**src/rtl/pc_update_ctrl.sv**
```systemverilog
// rtl/pc_update_ctrl.sv - Y86-64 PC register, next-PC select and run/halt/error status tracking
// Define PC_STATS_EN to add saturating retire/redirect counters (n_retired, n_taken).
module pc_update_ctrl #(
  parameter int                ADDR_W   = 64,
  parameter logic [ADDR_W-1:0] RESET_PC = '0,
  parameter int                CNT_W    = 32
) (
  input  logic              clk,
  input  logic              rst,
  input  logic              instr_valid,
  input  logic              stall,
  input  logic [3:0]        icode,
  input  logic              Cnd,
  input  logic [ADDR_W-1:0] valC,
  input  logic [ADDR_W-1:0] valP,
  input  logic [ADDR_W-1:0] valM,
  input  logic              imem_error,
  input  logic              dmem_error,
  output logic [ADDR_W-1:0] PC,
  output logic [2:0]        stat,
  output logic              running,
  output logic              redirect,
  output logic              retire
`ifdef PC_STATS_EN
  ,
  output logic [CNT_W-1:0]  n_retired,
  output logic [CNT_W-1:0]  n_taken
`endif
);

  localparam logic [2:0] STAT_AOK = 3'd1;
  localparam logic [2:0] STAT_HLT = 3'd2;
  localparam logic [2:0] STAT_ADR = 3'd3;
  localparam logic [2:0] STAT_INS = 3'd4;

  typedef enum logic [1:0] {S_RUN, S_HALT, S_ERR} state_t;
  state_t state;

  logic              commit;
  logic              fault;
  logic              bad_icode;
  logic              is_halt;
  logic              do_retire;
  logic              taken;
  logic [ADDR_W-1:0] next_pc;

  always_comb begin
    commit    = (state == S_RUN) & instr_valid & ~stall;
    fault     = imem_error | dmem_error;
    bad_icode = icode > 4'd11;
    is_halt   = icode == 4'd0;
    do_retire = commit & ~fault & ~bad_icode & ~is_halt;
    next_pc   = valP;
    taken     = 1'b0;
    case (icode)
      4'd7: begin
        // A taken jump redirects even when valC happens to equal valP.
        if (Cnd) begin
          next_pc = valC;
          taken   = 1'b1;
        end
      end
      4'd8: begin
        next_pc = valC;
        taken   = 1'b1;
      end
      4'd9: begin
        next_pc = valM;
        taken   = 1'b1;
      end
      default: ;
    endcase
  end

  always_ff @(posedge clk) begin
    if (rst) begin
      state    <= S_RUN;
      PC       <= RESET_PC;
      stat     <= STAT_AOK;
      running  <= 1'b1;
      redirect <= 1'b0;
      retire   <= 1'b0;
    end else begin
      redirect <= 1'b0;
      retire   <= 1'b0;
      case (state)
        S_RUN: begin
          if (commit) begin
            // Address faults outrank both invalid and halt icodes.
            if (fault) begin
              state   <= S_ERR;
              stat    <= STAT_ADR;
              running <= 1'b0;
            end else if (bad_icode) begin
              state   <= S_ERR;
              stat    <= STAT_INS;
              running <= 1'b0;
            end else if (is_halt) begin
              state   <= S_HALT;
              stat    <= STAT_HLT;
              running <= 1'b0;
            end else begin
              PC       <= next_pc;
              retire   <= 1'b1;
              redirect <= taken;
            end
          end
        end
        default: ;
      endcase
    end
  end

`ifdef PC_STATS_EN
  always_ff @(posedge clk) begin
    if (rst) begin
      n_retired <= '0;
      n_taken   <= '0;
    end else begin
      if (do_retire && (n_retired != '1))
        n_retired <= n_retired + 1'b1;
      if (do_retire && taken && (n_taken != '1))
        n_taken <= n_taken + 1'b1;
    end
  end
`endif

endmodule

```
**config.mk**
```make
export PLATFORM = sky130hd
export DESIGN_NAME = pc_update_ctrl
export DESIGN_NICKNAME = d
export VERILOG_FILES = /design/src/rtl/pc_update_ctrl.sv
export SDC_FILE = /design/constraint.sdc
export NUM_CORES = 1
export LEC_CHECK = 0
export CAP_MARGIN = 20
export CELL_PAD_IN_SITES_DETAIL_PLACEMENT = 1
export CELL_PAD_IN_SITES_GLOBAL_PLACEMENT = 1
export CORE_MARGIN = 8
export CORE_UTILIZATION = 24
export CTS_BUF_LIST = sky130_fd_sc_hd__clkbuf_8
export DETAILED_ROUTE_END_ITERATION = 16
export GPL_TIMING_DRIVEN = 0
export PLACE_DENSITY = 0.9
export SLEW_MARGIN = 25
export SYNTH_ARGS = -nofsm -noshare
export SYNTH_HDL_FRONTEND = slang
export SYNTH_SLANG_ARGS = --single-unit
```
**constraint.sdc**
```tcl
create_clock -name clk -period 2.1 [get_ports clk]
set_input_delay 0.315 -clock clk [delete_from_list [all_inputs] [get_ports clk]]
set_output_delay 0.315 -clock clk [all_outputs]
set_load 0.02 [all_outputs]
```
==> metrics.log <==
[metrics] result of the run: complete, no violations
[metrics] number of iterations in the first detailed-routing pass: 4
[metrics] Synth area leader: sky130_fd_sc_hd__dfxtp_1
[metrics] worst slew margin relative to its limit: 65.9%
[metrics] cell area after placement: 0.00638 mm²
[metrics] Layout fillers: ~1,600
[metrics] width of the die: 136 µm
[metrics] path class of the lowest-slack min-delay path: in -> reg
[metrics] core area: 0.0143 mm²
[metrics] RSZ-0062 raised after global routing: false
[metrics] # port buffers: 270
[metrics] Die Y-Extent: 136 µm
[metrics] global route total overflow: 0
[metrics] critical path type: in -> reg
[metrics] CP peak stage delay: 0.46 ns
[metrics] cell with the largest stage delay on the worst path: sky130_fd_sc_hd__clkdlybuf4s50_1
[metrics] Critical path buffers and inverters: 3
[metrics] FMAX: about 500 MHz
[metrics] fraction of final layout cells with drive strength greater than 1: 7.23%
[metrics] Critical Path Most Common Cell: sky130_fd_sc_hd__buf_2
[metrics] top-level I/O count: 273
[metrics] endpoints failing setup: 0
[metrics] Synth Area per Inst: between 10 and 15 µm²
[metrics] Placer Congestion: 0.826
[metrics] root cell of the clock tree: sky130_fd_sc_hd__clkbuf_8
[metrics] number of max-capacitance violations reported: 0
[metrics] power density relative to cell area: 502 mW/mm²
[metrics] data arrival time at the worst-slack endpoint: 2.23 ns
[metrics] post-synthesis register bit count: 72
[metrics] H-tree depth reported by CTS: 3
[metrics] clock tree from TritonCTS: yes
[metrics] final WL: 17,900 µm
[metrics] via count of the first global-routing pass: 4,817
[metrics] sequential share of the synthesized area: 41.8%
[metrics] drt initial violations: 154
[metrics] Distinct cells, synth: 26
[metrics] number of nets in the layout: 822
[metrics] kind of cell adding the most delay to the critical path: buffers and inverters
[metrics] hold bufs inserted after CTS: 0
[metrics] post-layout instance area: 0.00663 mm²
[metrics] Final Total Pwr: around 3.3 mW
[metrics] clock insertion delay at the later pin of the skew report: approximately 0.35 ns
[metrics] number of warnings reported in the yosys synthesis log: 0
[metrics] critical path capture point type: register
[metrics] row cnt: between 40 and 50
[metrics] post-layout utilization of the core: a little under half
[metrics] number of hold-slack violations in the final timing report: 0
[metrics] Wirelength per Cell: approximately 22 µm
[metrics] sort of element at the start of the critical path: primary input
[metrics] cell area after technology mapping: 0.00345 mm²
[metrics] antenna-violating nets left: 0
[metrics] setup slack of the critical path after layout: 0.114 ns
[metrics] post-placement setup slack: -0.689 ns
[metrics] Num CTS Buffers: 9
[metrics] Peak VDD IR: 0.203 mV
[metrics] final HPWL from detailed placement: 14,500 µm
[metrics] synthesized net count: 541
[metrics] die area: ~0.018 mm²
[metrics] wire length of the first global-routing pass: about 26,000 µm
[metrics] cell types occupying the most area after synthesis: sky130_fd_sc_hd__dfxtp_1 42%, sky130_fd_sc_hd__a221o_1 19%, sky130_fd_sc_hd__a22o_1 16%
[metrics] crit path cell chain: clkdlybuf4s50_1 > or4b_1 > buf_2 > nor3_2 > nor2_4 > buf_2 > a22o_1
[metrics] share of the clock period used by the worst path: 94.6%
[metrics] number of antenna violations at the first check in global routing: 0
[metrics] actual transition at the worst max-transition pin: between 0.5 and 0.6 ns
[metrics] Period minus WS final: 1.99 ns
[metrics] largest clock skew in the final design: approximately 0.0070 ns
[metrics] effective utilization at floorplan: between 20% and 30%
[metrics] leakage component of the power: 2.71 nW
[metrics] Final Slew Violations: 0
[metrics] maximum fanout along the worst path: 10
[metrics] summed negative setup slack over all endpoints: 0 ns
[metrics] Post-route DRC: 0
[metrics] Diodes inserted: 0
[metrics] post-synthesis cell count: ~340
[metrics] pin count of the biggest net entering global routing: 12
[metrics] All-Layer GR Usage: between 10% and 20%
[metrics] clock-pin slew reported for the worst setup and hold paths after clock tree synthesis: 0.08 ns
[metrics] required arrival time at the worst endpoint: about 2.3 ns
[metrics] routed vias/inst: 5.25
[metrics] proportion of netlist area held by the largest area contributor: 41.8%
[metrics] via count: 4,230
[metrics] Clock Tree Buf Depth: 2
[metrics] layout overhead on the synthesized area: 92.0%
[metrics] clk sink count: 72
-- metrics by stage --
step / cells / hold slack [ns]
after global placement: 792 / 0.437
after floorplan: 338 / 0.432
after global routing: 806 / 0.385
after detailed placement: 792 / 0.440
final: 806 / 0.372
after CTS: 806 / 0.347
-- worst reg2reg max path: cells and delay by family (launching register included) --
family          cells  cell delay [ns]
simple gates        3             0.83
compound gates      1             0.27
buf+inv             2             0.42
flops               1             0.32
-- synth_stat cells --
master	count
sky130_fd_sc_hd__nand4_1	1
sky130_fd_sc_hd__or4b_1	1
sky130_fd_sc_hd__nor4_1	2
sky130_fd_sc_hd__a211o_1	2
sky130_fd_sc_hd__a22o_1	64
sky130_fd_sc_hd__nor3b_2	1
sky130_fd_sc_hd__buf_6	1
sky130_fd_sc_hd__or4_1	1
sky130_fd_sc_hd__nor2b_1	1
sky130_fd_sc_hd__nor3_1	3
sky130_fd_sc_hd__buf_2	17
sky130_fd_sc_hd__o21ba_2	1
sky130_fd_sc_hd__inv_1	1
sky130_fd_sc_hd__nand2_1	1
sky130_fd_sc_hd__and3_1	64
sky130_fd_sc_hd__a221o_1	64
sky130_fd_sc_hd__nor2_1	8
sky130_fd_sc_hd__clkbuf_1	23
sky130_fd_sc_hd__a21oi_1	2
sky130_fd_sc_hd__dfxtp_1	72
sky130_fd_sc_hd__o2bb2ai_2	1
sky130_fd_sc_hd__nor4_4	1
sky130_fd_sc_hd__nor2_2	1
sky130_fd_sc_hd__a211oi_1	1
sky130_fd_sc_hd__buf_4	2
sky130_fd_sc_hd__a21o_1	2
-- sequential cells by signal, summed over array words and instances, names as in the netlist --
signal and flops:
retire 1, redirect 1, PC 64, state 2, running 1, stat 3
-- cells by family after synthesis --
family,count (synthesis),synth area share [%]
AOI/OAI and AO/OA,137,37.0
and+or+nand+nor,85,15.4
DFF,72,41.8
buffers and inverters,44,5.84
-- power breakdown --
group	switching [mW]	internal [mW]
sequential	0.0158	1.39
combinational	0.291	0.510
clock	0.519	0.599
-- worst paths after layout --
kind	cells past startpoint	slack, ns	from	endpoint
max	7	0.11	instr_valid	PC[0]$_SDFFE_PP0P_
min	2	0.37	rst	stat[2]$_SDFFE_PP0P_
max reg2reg	6	0.14	state[1]$_SDFFE_PP0P_	PC[0]$_SDFFE_PP0P_
min reg2reg	1	0.47	running$_SDFFE_PP1P_	running$_SDFFE_PP1P_
-- layer usage --
layer	wire length (µm)	track usage [%]	vias up
met2	9410	34.4	193
met3	1450	6.02	36
li1	-	-	1958
met4	632	9.33	0
met5	0	0	-
met1	6420	18.2	2043
-- layout make-up --
cell class / count / area (µm²) / area share [%]
tap: 184 / 230 / 3.47
sequential: 72 / 1440 / 21.8
inverter: 1 / 3.75 / 0.0566
clock inverter: 3 / 42.5 / 0.642
multi-input combinational: 222 / 1840 / 27.8
clock buffer: 11 / 151 / 2.28
timing repair buffer: 270 / 2710 / 40.8
buffer: 43 / 208 / 3.13
-- timing repair --
| action | 4_1_cts | 5_1_grt |
|---|---|---|
| pin swaps | 0 | 1 |
| gates resized for setup | 9 | 6 |
| endpoints found under the setup margin | 60 | 25 |
| buffers inserted | 0 | 0 |
-- layout by cell type (no fill, tap or decap), types with 2 or more instances in the layout --
master,Yosys,final
sky130_fd_sc_hd__clkbuf_2,0,3
sky130_fd_sc_hd__clkbuf_4,0,2
sky130_fd_sc_hd__a21oi_1,2,2
sky130_fd_sc_hd__a21o_1,2,2
sky130_fd_sc_hd__buf_4,2,2
sky130_fd_sc_hd__a221o_1,64,64
sky130_fd_sc_hd__clkbuf_1,23,19
sky130_fd_sc_hd__clkdlybuf4s50_1,0,267
sky130_fd_sc_hd__dlymetal6s2s_1,0,2
sky130_fd_sc_hd__dfxtp_1,72,72
sky130_fd_sc_hd__and3_1,64,64
sky130_fd_sc_hd__nor2_1,8,8
sky130_fd_sc_hd__buf_2,17,16
sky130_fd_sc_hd__a211o_1,2,2
sky130_fd_sc_hd__clkbuf_8,0,11
sky130_fd_sc_hd__a22o_1,64,64
sky130_fd_sc_hd__nor3_1,3,2
Note: power is estimated with default switching activity, not from simulation.
